File: src/rtl/branch_resolve_unit.sv
// Commit-side branch resolution: registered mispredict/redirect plus an in-order
// training-update FIFO. Optional counters enabled by defining BR_RESOLVE_STATS_EN.
`ifndef XLEN
`define XLEN 32
`endif

module branch_resolve_unit #(
  parameter int DEPTH = 8,
  parameter int XLEN  = `XLEN
) (
  input  logic            clk,
  input  logic            reset,
  input  logic            rob_br_valid,
  output logic            rob_br_ready,
  input  logic [XLEN-1:0] rob_br_pc,
  input  logic            rob_br_taken,
  input  logic [XLEN-1:0] rob_br_target,
  input  logic            rob_br_pred_taken,
  input  logic [XLEN-1:0] rob_br_pred_target,
  output logic            mispredict,
  output logic [XLEN-1:0] redirect_pc,
  output logic            upd_valid,
  input  logic            upd_ready,
  output logic [XLEN-1:0] upd_pc,
  output logic            upd_taken,
  output logic [XLEN-1:0] upd_target
`ifdef BR_RESOLVE_STATS_EN
  ,
  output logic [31:0]     stat_branches,
  output logic [31:0]     stat_mispredicts
`endif
);

  localparam int AW = $clog2(DEPTH);

  logic [AW:0]     wr_ptr;
  logic [AW:0]     rd_ptr;
  logic            full;
  logic            empty;
  logic            accept;
  logic            dequeue;
  logic            mis_now;
  logic [XLEN-1:0] next_pc;

  logic [XLEN-1:0] mem_pc     [DEPTH];
  logic            mem_taken  [DEPTH];
  logic [XLEN-1:0] mem_target [DEPTH];

  // Extra wrap bit distinguishes full from empty when the index bits match.
  assign empty = (wr_ptr == rd_ptr);
  assign full  = (wr_ptr[AW-1:0] == rd_ptr[AW-1:0]) && (wr_ptr[AW] != rd_ptr[AW]);

  assign rob_br_ready = !full;
  assign upd_valid    = !empty;
  assign accept       = rob_br_valid && rob_br_ready;
  assign dequeue      = upd_valid && upd_ready;

  assign mis_now = (rob_br_pred_taken != rob_br_taken) ||
                   (rob_br_taken && (rob_br_pred_target != rob_br_target));
  assign next_pc = rob_br_taken ? rob_br_target : rob_br_pc + XLEN'(4);

  assign upd_pc     = mem_pc[rd_ptr[AW-1:0]];
  assign upd_taken  = mem_taken[rd_ptr[AW-1:0]];
  assign upd_target = mem_target[rd_ptr[AW-1:0]];

  always_ff @(posedge clk) begin
    if (accept) begin
      mem_pc[wr_ptr[AW-1:0]]     <= rob_br_pc;
      mem_taken[wr_ptr[AW-1:0]]  <= rob_br_taken;
      mem_target[wr_ptr[AW-1:0]] <= rob_br_target;
    end
  end

  always_ff @(posedge clk) begin
    if (!reset) begin
      wr_ptr      <= '0;
      rd_ptr      <= '0;
      mispredict  <= 1'b0;
      redirect_pc <= '0;
    end else begin
      if (accept)  wr_ptr <= wr_ptr + 1'b1;
      if (dequeue) rd_ptr <= rd_ptr + 1'b1;
      mispredict <= accept && mis_now;
      if (accept && mis_now) redirect_pc <= next_pc;
    end
  end

`ifdef BR_RESOLVE_STATS_EN
  always_ff @(posedge clk) begin
    if (!reset) begin
      stat_branches    <= '0;
      stat_mispredicts <= '0;
    end else begin
      if (accept && (stat_branches != '1))
        stat_branches <= stat_branches + 32'd1;
      if (accept && mis_now && (stat_mispredicts != '1))
        stat_mispredicts <= stat_mispredicts + 32'd1;
    end
  end
`endif

endmodule
File: config.mk
export PLATFORM = sky130hd
export DESIGN_NAME = branch_resolve_unit
export DESIGN_NICKNAME = d
export VERILOG_FILES = /design/src/rtl/branch_resolve_unit.sv
export SDC_FILE = /design/constraint.sdc
export NUM_CORES = 1
export LEC_CHECK = 0
export BUFFER_PORTS_ARGS = -buffer_cell sky130_fd_sc_hd__buf_4
export CAP_MARGIN = 15
export CORE_MARGIN = 5
export CORE_UTILIZATION = 39
export CTS_CLUSTER_SIZE = 25
export DETAILED_ROUTE_END_ITERATION = 16
export SYNTH_ARGS = -nofsm -noshare
export SYNTH_HDL_FRONTEND = slang
export SYNTH_SLANG_ARGS = --single-unit
File: constraint.sdc
create_clock -name clk -period 6.35 [get_ports clk]
set_input_delay 0.9525 -clock clk [delete_from_list [all_inputs] [get_ports clk]]
set_output_delay 0.9525 -clock clk [all_outputs]
set_load 0.005 [all_outputs]
==> out/summary.txt <==
Drt wl/cell - 26.8 um
Initial Utilization - 39.3%
Count of final max-slew check failures - 0
Clk_lat worst skew - 0.61 ns
Layout cell share with drive strength beyond 1 - 37.2%
TritonCTS Buffers - 60
Hold Path Cell Cnt - 2
Cts repair resizes - 0
Final hold vios - 0
Min Tclk post-route - 3.92 ns
Chip height - 251 um
Die area - 62800 sq um
CP bufs+invs - 2
Synthesized instance count - 1136
Register area - 16500 sq um
Most used cell along the critical path - buf_4
Maximum VDD drop - 235 uV
Cell family with most CP delay - multiplexers
Initial antenna violation count - 2
Final ANT Viol Nets - 0
Number of max-cap violations - 0
Register-to-Register Path Depth - 5
CTS tree - built
Clock Skews - 0.0220 ns
Synth area leader - edfxtp_1
P_leak - 8.79 nW
Crit path depth - 4
Fill cells - 4923
Largest net degree at the start of global routing - 79
Uppermost routed layer - met4
Crit-path max FO - 36
Critical Path RT - 5.40 ns
Netlist cell types - 54
M1 wire length - 25700 um
Number of global-route vias before repair - 12366
Worst slew pin tran - 1.01 ns
FMAX - 255 MHz
Area Overhead vs Synth - 19.2%
Synth Area per Inst - 19.9 sq um
Worst Setup Start Kind - register
Worst setup EP type - primary output
Critical path type - register to primary output
CP Cell Sequence - buf_4, mux4_2, mux2_2, buf_4
Met2 routed WL - 27400 um
Setup crit end - upd_pc[18]
Area share of the largest cell type after synthesis - 69.2%
Worst reg2reg path endpoint - mem_pc[6][25]
CTS max path bufs - 3
Mapped cell area - 22600 sq um
Clock transition at path regs - 0.06 ns
Root buffer cell - clkbuf_16
Ys Warns - 0
Post-synth EDFFs - 520
Gpl congestion - 0.840
Sequential area share after synthesis - 73.1%
Vias - 11806
Vias/cell - 5.43
Design Area, Final - 26900 sq um
# IOs - 202
Input/output buffers - 201
Dpl hpwl - 35900 um
Final wirelength - 58300 um
Critical Path AT - 2.97 ns
Ys async rst share - 0%
All-Layer GR Usage - 18.2%
Hold Path Class - register to register
Core ar. - 57500 sq um
Die X - 251 um
Wire length on met3 - 4060 um
Synthesized flop and latch total - 564
Power, Total - 8.56 mW
Max-slew headroom - 32.6%
Flop2flop setup slack - 2.97 ns
Core Rows - 88
1st-iter DRT viols - 985
Nets - 1466
Setup bufs post-CTS - 0
First-pass GRT wire length - 85000 um
Ranking of synthesized cells by area - edfxtp_1, mux4_2, dfxtp_1
Main synth FF type - edfxtp_1
CTS Hold Bufs - 0
Clock Sinks - 564
Final setup viols - 0
Synthesized net count - 1241
Residual DRC count - 0
Pre-antenna DRT Iters - 5
Grt ovf - 0
Placed inst area - 25000 sq um
Area of the multi-input gates - 5850 sq um
H-tree Lvls - 2
CP max-delay cell - buf_4
Outcome - complete, no violations
Pwr dens - 318 nW/um^2
Worst R2R Start - wr_ptr[2]
Max incr delay on CP - 0.68 ns
RSZ-0062 raised after global routing - false
Fin crit share - 61.8%
[cell usage in the layout, fill, tap and decap left out, drive strengths merged, types with 3 or more instances in the layout]
cell	synthesis	routed
mux4	130	130
mux2i	19	19
ha	3	3
a21o	7	7
o22ai	5	5
clkbuf	35	87
mux2	66	66
o211ai	8	8
buf	23	221
edfxtp	520	520
and3	5	5
dfxtp	44	44
nor2	17	17
nand3	16	16
xnor2	22	22
nor3	6	6
and4	4	4
nor3b	5	5
nand4	14	14
a21oi	11	11
nand2	58	58
inv	6	6
and2	3	3
xor2	42	42
clkinv	0	19
o21ai	31	31
nor4	13	13
or3	3	3
[cells by family after synthesis]
family | after synthesis | share of synthesized area, %
mux | 215 | 17.1
flops | 564 | 73.1
compound gates | 75 | 2.20
fa+ha+maj | 3 | 0.166
buf+inv | 64 | 1.28
simple gates | 151 | 3.67
xor+xnor | 64 | 2.48
[state kept, by name, indices dropped and copies added, names as in the netlist, named ones only]
register and cells:
mem_pc 256, mem_target 256, redirect_pc 32, mem_taken 8, rd_ptr 4, wr_ptr 4, mispredict 1
[cells in the mapped netlist, drive strengths merged (6+ instances only)]
master and count:
a21oi 11, nand4 14, nor4 13, a21o 7, buf 23, nor3 6, inv 6, mux2 66
dfxtp 44, xnor2 22, mux4 130, o211ai 8, clkbuf 35, o21ai 31, nand2 58, mux2i 19
nor2 17, nand3 16, edfxtp 520, xor2 42
[worst register-to-register path: cells and delay by family (launching register included)]
family                 cells  cell delay, ns
AO/OA/AOI/OAI              1            0.50
XOR/XNOR                   1            0.21
buffers and inverters      1            0.40
flip-flops                 1            0.65
AND/OR/NAND/NOR            2            1.24
[routing by layer]
layer	vias up	GRT usage (%)
li1	5089	-
met1	6235	26.1
met2	404	28.8
met3	78	4.34
met4	0	3.96
met5	-	0
[worst min-delay path by stage]
stage	start	endpoint	slack, ns
finish	redirect_pc[12]	redirect_pc[12]	0.49
global route	redirect_pc[12]	redirect_pc[12]	0.51
CTS	redirect_pc[12]	redirect_pc[12]	0.48
detailed placement	redirect_pc[4]	redirect_pc[4]	0.47
global placement	redirect_pc[12]	redirect_pc[12]	0.45
floorplan	redirect_pc[10]	redirect_pc[10]	0.45
[power by group]
| part | internal (mW) | total, mW | switching [mW] |
|---|---|---|---|
| logic | 0.561 | 1.05 | 0.492 |
| clock network | 1.92 | 3.30 | 1.38 |
| registers | 4.15 | 4.21 | 0.0661 |
| total | 6.62 | 8.56 | 1.93 |
[layout make-up]
cell class	count	area share [%]
Inverter	6	0.0838
Clock inverter	22	0.600
Sequential cell	564	61.4
Antenna cell	1	0.00931
Tap cell	765	3.56
Clock buffer	87	6.30
Multi-Input combinational cell	508	21.7
Timing Repair Buffer	221	6.31
[through the flow]
| step | utilization, % | cells | setup WS, ns | hold WS (ns) | setup TNS (ns) |
|---|---|---|---|---|---|
| 2_1_floorplan | - | 1136 | -0.471 | 0.452 | -65.46 |
| 3_3_place_gp | 43.6 | 2064 | 2.82 | 0.452 | 0 |
| 3_5_place_dp | 43.6 | 2064 | 2.81 | 0.469 | 0 |
| 4_1_cts | 46.8 | 2173 | 2.31 | 0.485 | 0 |
| 5_1_grt | 46.8 | 2173 | 2.20 | 0.512 | 0 |
| 6_report | 46.8 | 2174 | 2.43 | 0.486 | 0 |
No activity file was read; power rests on OpenSTA's default activity.
